===== config.mk =====
export PLATFORM = sky130hd
export DESIGN_NAME = ps2_scancode_rx
export DESIGN_NICKNAME = d
export VERILOG_FILES = /design/src/rtl/ps2_scancode_rx_pkg.sv /design/src/rtl/ps2_scancode_rx_deglitch.sv /design/src/rtl/ps2_scancode_rx.sv
export SDC_FILE = /design/constraint.sdc
export NUM_CORES = 1
export LEC_CHECK = 0
export ABC_AREA = 1
export BUFFER_PORTS_ARGS = -buffer_cell sky130_fd_sc_hd__buf_4
export CAP_MARGIN = 10
export CELL_PAD_IN_SITES_DETAIL_PLACEMENT = 2
export CELL_PAD_IN_SITES_GLOBAL_PLACEMENT = 2
export CORE_ASPECT_RATIO = 0.5
export CORE_MARGIN = 5
export CORE_UTILIZATION = 38
export CTS_CLUSTER_SIZE = 10
export DETAILED_ROUTE_END_ITERATION = 6
export GPL_TIMING_DRIVEN = 0
export PLACE_DENSITY_LB_ADDON = 0.1
export SETUP_SLACK_MARGIN = 0.1
export SLEW_MARGIN = 30
export SYNTH_ARGS = -nofsm -noshare
export SYNTH_HDL_FRONTEND = slang
export SYNTH_SLANG_ARGS = --single-unit

===== constraint.sdc =====
create_clock -name clk -period 2 [get_ports clk]
set_input_delay 0.4 -clock clk [delete_from_list [all_inputs] [get_ports clk]]
set_output_delay 0.4 -clock clk [all_outputs]
set_load 0.005 [all_outputs]

===== src/rtl/ps2_scancode_rx_pkg.sv =====
// Shared constants and FSM encoding for the PS/2 keyboard receiver.
// The keyboard and mouse front ends both import this package.
package ps2_scancode_rx_pkg;

    localparam logic [7:0] PS2_PREFIX_EXT = 8'hE0;
    localparam logic [7:0] PS2_PREFIX_REL = 8'hF0;

    typedef enum logic [1:0] {
        ST_IDLE   = 2'd0,
        ST_DATA   = 2'd1,
        ST_PARITY = 2'd2,
        ST_STOP   = 2'd3
    } ps2_state_t;

endpackage


===== src/rtl/ps2_scancode_rx_deglitch.sv =====
// Synchroniser and level filter for a PS/2 clock/data pin pair.
// Emits a one-cycle fall event together with the data level that matches that edge.
module ps2_deglitch #(
    parameter int FILTER_LEN = 8
) (
    input  logic i_clk,
    input  logic i_rst_n,
    input  logic i_clkps2,
    input  logic i_dataps2,
    output logic o_clk_filt,
    output logic o_fall,
    output logic o_data
);

    logic [1:0]            r_clk_sync;
    logic [1:0]            r_data_sync;
    logic [FILTER_LEN-1:0] r_clk_hist;
    logic [FILTER_LEN-1:0] r_data_dly;
    logic                  r_filt;
    logic                  r_fall;
    logic                  r_data_smp;
    logic                  w_filt_next;

    always_comb begin
        w_filt_next = r_filt;
        if (r_clk_hist == '0)
            w_filt_next = 1'b0;
        else if (r_clk_hist == '1)
            w_filt_next = 1'b1;
    end

    // The data delay line runs in lockstep with the clock history, so its oldest
    // entry is the data level at the first low clock sample of the edge.
    always_ff @(posedge i_clk or negedge i_rst_n) begin
        if (!i_rst_n) begin
            r_clk_sync  <= 2'b11;
            r_data_sync <= 2'b11;
            r_clk_hist  <= '1;
            r_data_dly  <= '1;
            r_filt      <= 1'b1;
            r_fall      <= 1'b0;
            r_data_smp  <= 1'b1;
        end else begin
            r_clk_sync  <= {r_clk_sync[0], i_clkps2};
            r_data_sync <= {r_data_sync[0], i_dataps2};
            r_clk_hist  <= {r_clk_hist[FILTER_LEN-2:0], r_clk_sync[1]};
            r_data_dly  <= {r_data_dly[FILTER_LEN-2:0], r_data_sync[1]};
            r_filt      <= w_filt_next;
            r_fall      <= r_filt & ~w_filt_next;
            if (r_filt && !w_filt_next)
                r_data_smp <= r_data_dly[FILTER_LEN-1];
        end
    end

    assign o_clk_filt = r_filt;
    assign o_fall     = r_fall;
    assign o_data     = r_data_smp;

endmodule


===== src/rtl/ps2_scancode_rx.sv =====
// PS/2 keyboard receiver: deframes 11-bit frames, folds E0/F0 prefixes into flags
// and emits one key event per make/break code plus framing and timeout strobes.
module ps2_scancode_rx
    import ps2_scancode_rx_pkg::*;
#(
    parameter int FILTER_LEN     = 8,
    parameter int TIMEOUT_CYCLES = 7000
) (
    input  logic       clk,
    input  logic       rst_n,
    input  logic       clkps2,
    input  logic       dataps2,
    output logic [7:0] scancode,
    output logic       extended,
    output logic       released,
    output logic       valid,
    output logic       frame_err,
    output logic       timeout_err
);

    localparam int TO_W = $clog2(TIMEOUT_CYCLES + 1);
    localparam logic [TO_W-1:0] TO_MAX  = TO_W'(TIMEOUT_CYCLES);
    localparam logic [TO_W-1:0] TO_LAST = TO_W'(TIMEOUT_CYCLES - 1);

    ps2_state_t      r_state;
    ps2_state_t      w_next_state;
    logic [7:0]      r_shift;
    logic [2:0]      r_bit_cnt;
    logic            r_par;
    logic            r_parity_ok;
    logic            r_ext;
    logic            r_rel;
    logic [TO_W-1:0] r_to_cnt;
    logic [7:0]      r_scancode;
    logic            r_extended;
    logic            r_released;
    logic            r_valid;
    logic            r_frame_err;
    logic            r_timeout_err;
    logic            w_fall;
    logic            w_data;
    logic            w_accept;
    logic            w_frame_err;
    logic            w_timeout;

    ps2_deglitch #(.FILTER_LEN(FILTER_LEN)) u_deglitch (
        .i_clk      (clk),
        .i_rst_n    (rst_n),
        .i_clkps2   (clkps2),
        .i_dataps2  (dataps2),
        .o_clk_filt (),
        .o_fall     (w_fall),
        .o_data     (w_data)
    );

    always_ff @(posedge clk or negedge rst_n) begin
        if (!rst_n)
            r_state <= ST_IDLE;
        else
            r_state <= w_next_state;
    end

    // A fall event always beats the timeout when both land on the same cycle.
    always_comb begin
        w_next_state = r_state;
        w_accept     = 1'b0;
        w_frame_err  = 1'b0;
        w_timeout    = 1'b0;
        if (w_fall) begin
            case (r_state)
                ST_IDLE: begin
                    if (w_data)
                        w_frame_err = 1'b1;
                    else
                        w_next_state = ST_DATA;
                end
                ST_DATA: begin
                    if (r_bit_cnt == 3'd7)
                        w_next_state = ST_PARITY;
                end
                ST_PARITY: w_next_state = ST_STOP;
                ST_STOP: begin
                    w_next_state = ST_IDLE;
                    if (w_data && r_parity_ok)
                        w_accept = 1'b1;
                    else
                        w_frame_err = 1'b1;
                end
                default: w_next_state = ST_IDLE;
            endcase
        end else if (r_state != ST_IDLE && r_to_cnt == TO_LAST) begin
            w_timeout    = 1'b1;
            w_next_state = ST_IDLE;
        end
    end

    always_ff @(posedge clk or negedge rst_n) begin
        if (!rst_n)
            r_to_cnt <= '0;
        else if (w_fall || r_state == ST_IDLE)
            r_to_cnt <= '0;
        else if (r_to_cnt != TO_MAX)
            r_to_cnt <= r_to_cnt + 1'b1;
    end

    // Prefix flags persist across frames until a code byte or an error consumes them.
    always_ff @(posedge clk or negedge rst_n) begin
        if (!rst_n) begin
            r_shift       <= '0;
            r_bit_cnt     <= '0;
            r_par         <= 1'b0;
            r_parity_ok   <= 1'b0;
            r_ext         <= 1'b0;
            r_rel         <= 1'b0;
            r_scancode    <= '0;
            r_extended    <= 1'b0;
            r_released    <= 1'b0;
            r_valid       <= 1'b0;
            r_frame_err   <= 1'b0;
            r_timeout_err <= 1'b0;
        end else begin
            r_valid       <= 1'b0;
            r_frame_err   <= w_frame_err;
            r_timeout_err <= w_timeout;
            if (w_fall) begin
                case (r_state)
                    ST_IDLE: begin
                        r_bit_cnt <= '0;
                        r_par     <= 1'b0;
                    end
                    ST_DATA: begin
                        r_shift   <= {w_data, r_shift[7:1]};
                        r_par     <= r_par ^ w_data;
                        r_bit_cnt <= r_bit_cnt + 3'd1;
                    end
                    ST_PARITY: r_parity_ok <= r_par ^ w_data;
                    default: ;
                endcase
            end
            if (w_accept) begin
                if (r_shift == PS2_PREFIX_EXT) begin
                    r_ext <= 1'b1;
                end else if (r_shift == PS2_PREFIX_REL) begin
                    r_rel <= 1'b1;
                end else begin
                    r_scancode <= r_shift;
                    r_extended <= r_ext;
                    r_released <= r_rel;
                    r_valid    <= 1'b1;
                    r_ext      <= 1'b0;
                    r_rel      <= 1'b0;
                end
            end
            if (w_frame_err || w_timeout) begin
                r_ext <= 1'b0;
                r_rel <= 1'b0;
            end
        end
    end

    assign scancode    = r_scancode;
    assign extended    = r_extended;
    assign released    = r_released;
    assign valid       = r_valid;
    assign frame_err   = r_frame_err;
    assign timeout_err = r_timeout_err;

endmodule


# Word level (Yosys, flattened, before mapping)
# Cells that the tools add are included.
# word_totals
ff_bits	66
latchBits	0
mem_bits_rw	0
mem_bits_ro	0
inputBits	4
output_inout_bits	13
wordCells	92
n_memories	0
# op_classes
n_addsub	2
n_mul	0
div	0
order_cmp	0
n_eq_ne	13
shift	0
muxes	31
n_bitwise	5
n_reduce_logical	20
# ops
operator	n
13-bit two-way mux	2
8-bit == test, second input constant	3
1-bit two-way mux	21
13-bit by 1-bit adder with 13-bit output, second input constant	1
13-bit == test, second input constant	1
13-bit != test, second input constant	1
2-bit AND reduction	5
2-bit nonzero test	5
8-bit logical NOT	1
2-bit two-way mux	4
2-bit one-hot mux with 4 select lines	1
3-bit != test, second input constant	2
3-bit one-hot mux with 2 select lines	1
3-bit AND reduction	2
2-bit == test, second input constant	2
1-bit one-hot mux with 2 select lines	2
3-bit by 1-bit adder with 3-bit output, second input constant	1
3-bit == test, second input constant	1
1-bit logical AND	3
3-bit by 2-bit != test with 1-bit output, second input constant	1
1-bit inverter	3
2-bit by 1-bit == test with 1-bit output, second input constant	1
2-bit logical NOT	1
1-bit logical OR	2
other kinds (4)	4

# Longest topological paths before layout
# logic_depth
word_depth	7
mapped_depth	10
ltp_nobuf	10

# Cells and area by module
# Synthesis repeated with hierarchy kept, for this count alone.
# unflattened
hier_cells	274
hier_area_um2	2781.4
# by_module_without_submodules
module	n_inst	cells_each	area_each_um2	seq_area_each_um2
ps2_scancode_rx	1	230	2094.5	1076.0
ps2_deglitch	1	44	686.9	603.1

# Worst setup path before layout
# Ideal clock, no wire load.
# synth_path
path_kind	flip-flop to flip-flop
start	reg r_state[0]
end	reg r_state[0]
setup_time_ps	117
arrival_ps	1384
required_time_ps	1883
slack_ps	499
stages_incl_launch_ff	11
path_buffers	0
synth_period_minus_slack_ps	1501
cell_sequence	dfrtp_1 inv_1 ha_1 nor2_2 nand2_1 nor2_1 nand3_1 nand2_2 nand2_1 nand2_1 nand2_1
# synth_via
elab_chain_cells	4
elab_cells_between_ends	12
classes_between	5 x eq/ne; 2 x mux; 5 x reduce/logical
# synth_rtl
item	line_no	source
from (decl)	ps2_scancode_rx.sv:25	ps2_state_t r_state;
from (signal assigned)	ps2_scancode_rx.sv:60	r_state <= w_next_state;
branches (longest 4 deep; another with 2-bit one-hot mux with 4 select lines)	n/a	
# Several ways; the timed one is not identified.
# A chain may end at the register's enable or synchronous reset.

# Final worst setup path
# Same ends and word-level chain as after synthesis.

==> results.md <==
* Met1 Track Usage GR at 17.6%
* #FFs+latches synth at 66
* CP Data Required Time at 2220 ps
* Post-Synthesis Cells at 273
* Fin. max-slew vios at 0
* Setup crit end kind: flip-flop
* Max Fclk at 594 MHz
* RSZ-0062 raised after global routing: no
* Placed insts at 381
* Pleak at 1.55 nW
* Die area at 8990 um2
* Routed WL per cell at 16.2 um
* I/O pin cnt at 17
* Slowest-stage cell, CP: dfrtp_1
* Ant. Diodes at 0
* Synth area leaders: dfrtp_1 41%, dfstp_2 21%, nand2_1 8.8%
* Tot GR Track Use at 15.8%
* Remaining global-route overflow at 0
* WP data arrival at 1900 ps
* Vias in the first global route at 2173
* PD cells at 919 nW/um2
* DR iter-0 viols at 63
* Via count at 1953
* Clock sinks at 66
* Initial Utilization at 39.7%
* Fill cells at 713
* Drt drc at 0
* Final period utilization at 84.2%
* Hpwl dp at 4480 um
* Maximum fanout along the worst path at 4
* Slew margin rel. at 43.4%
* Met3 global-route usage at 6.08%
* Kind of cell adding the most delay to the critical path: simple AND/OR/NAND/NOR gates
* Core area at 6810 um2
* Port Buffers at 16
* Post-synth EDFFs at 0
* Root Driver: clkbuf_16
* Pwr Total at 2.99 mW
* Non-filler cells, final at 399
* Top_reg_cell synth: dfrtp_1
* Setup-failing EPs final at 0
* CTS tree: built
* Kind of critical path: flip-flop to flip-flop
* Share of the synthesized area in the top cell type at 40.8%
* Cts bufs inserted at 9
* Post-synthesis net count at 285
* Clock Path Buffers at 2
* Die Y at 69.6 um
* H-Tree Depth at 3
* Critical path cell sequence: inv_1, ha_1, nor2_4, nand2_1, nor2_1, nand3_2, nand2_2, nand2_1, nand2_1, nand2_1
* First-pass GRT wire length at 10800 um
* Yosys warns at 0
* Skew-Pair Late Insertion Delay at 330 ps
* Area delta synth->final at 20.7%
* Slowest stage delay, CP at 410 ps
* Row count at 21
* Yosys top cell by area: dfrtp_1
* Routed WL at 6480 um
* DR vias/cell at 4.89
* Multi-input gate area at 883 um2
* Die Wd at 129 um
* Final core utilization at 47.9%
* Status: finished clean
* PnR worst setup slack at 316 ps
* Final hold vios at 0
* Sequential area share after synthesis at 62.2%
* Met2 Usage GRT at 27.8%
* Register area at 1680 um2
* Synth cell types at 27
* Syn avg cell area at 9.89 um2
* Max-cap violations at 0
* Worst Setup Start Kind: flip-flop
* Largest net degree at the start of global routing at 67
* Post-synthesis cell area at 2700 um2
* Min-delay worst type: input port to asynchronous set/reset pin
* Final setup skew at 3.89 ps
* Worst vdd ir at 0.361 mV
* Initial antenna violation count at 0
* Worst slack, placed at -60.5 ps
* Layout cell share with drive strength beyond 1 at 22.5%
* Most frequent CP cell: nand2_1
* Busiest grt layer: met2
* Most common cell in the netlist: nand2_1
* Least-Margin Pin Slew at 849 ps
* Pre-antenna DRT Iters at 3
* Nets at 314
* DRT antenna net count at 0
* Hold_buf cts at 0
* Ys async rst share at 100%
* Post-synth top cells: 63 x nand2_1, 44 x dfrtp_1, 33 x inv_1, 28 x nor2_1, 22 x dfstp_2
* Worst Path Buf+Inv at 1
* Clk slew on worst S/H paths at 50 ps
* Setup_tns at 0 ps
* Tmin final at 1680 ps
* GPL Wtd Cong at 0.775
cell families after synthesis:
kind of cell | Yosys count | synth area share (%)
simple gates | 119 | 18.8
flops | 66 | 62.2
compound gates | 40 | 8.85
buf+inv | 37 | 5.47
fa+ha+maj | 8 | 3.71
xor+xnor | 3 | 0.973
timing repair:
action	CTS	global route
pin swaps	1	1
gates resized for setup	1	1
setup buffers	0	2
setup endpoints to repair	4	4
endpoints found under the hold margin	0	0
flip-flops by register name (all words and copies together), names as in the netlist:
register and cells:
r_to_cnt 13, r_shift 8, scancode 8, u_deglitch.r_clk_hist 8, u_deglitch.r_data_dly 8, r_bit_cnt 3
r_state 2, u_deglitch.r_clk_sync 2, u_deglitch.r_data_sync 2, extended 1, frame_err 1, r_ext 1
r_par 1, r_parity_ok 1, r_rel 1, released 1, timeout_err 1, u_deglitch.o_clk_filt 1
u_deglitch.o_data 1, u_deglitch.o_fall 1, valid 1
routing by layer:
metal | share of wire, % | vias up | wire length [um]
met5 | 0 | - | 0
met4 | 1.7 | 0 | 111
met3 | 4.0 | 10 | 262
met2 | 52 | 24 | 3390
met1 | 42 | 998 | 2720
li1 | - | 921 | -
power breakdown:
part	internal [mW]	switching (mW)	leakage, nW
registers	1.38	0.0121	0.846
logic	0.00700	0.0321	0.556
clock network	1.03	0.534	0.147
worst register-to-register path: stages (launching register included):
cell	delay, ps
dfrtp_1	410
inv_1	80
ha_1	260
nor2_4	160
nand2_1	80
nor2_1	130
nand3_2	140
nand2_2	120
nand2_1	80
nand2_1	70
nand2_1	50
per-stage QoR:
stage,hold WS [ps],instance area [um2]
floorplan,104,2700
global placement,346,2940
detailed placement,348,2940
CTS,161,3240
global route,157,3260
finish,153,3260
path summary, 6_finish.rpt:
check                                       endpoint  slack [ps]                     start  depth (start not counted)
hold reg to reg             u_deglitch.r_data_dly[6]         350  u_deglitch.r_data_dly[5]                          0
setup reg to reg                          r_state[0]         320                r_state[0]                         10
min in group clk           u_deglitch.r_data_sync[0]         170                   dataps2                          1
max in group asynchronous                r_to_cnt[3]        1260                     rst_n                          1
hold / removal                           scancode[3]         150                     rst_n                          1
setup / recovery                          r_state[0]         320                r_state[0]                         10
area by class of cell:
cell class,count,area share (%)
Buffer,3,0.614
Timing Repair Buffer,18,4.15
Clock inverter,2,1.07
Multi-Input combinational cell,170,27.1
Clock buffer,14,8.10
Inverter,34,3.92
Sequential cell,66,51.5
Tap cell,92,3.53
cells in the final DEF, fill, tap and decap left out, types with 9 or more instances in the layout:
| master | count |
|---|---|
| nand3_1 | 12 |
| nor2_1 | 28 |
| dfstp_2 | 22 |
| o21ai_0 | 20 |
| dfrtp_1 | 44 |
| a21oi_1 | 9 |
| inv_1 | 33 |
| buf_4 | 18 |
| clkbuf_16 | 9 |
| nand2_1 | 63 |
Power figures use the tool's default switching activity.
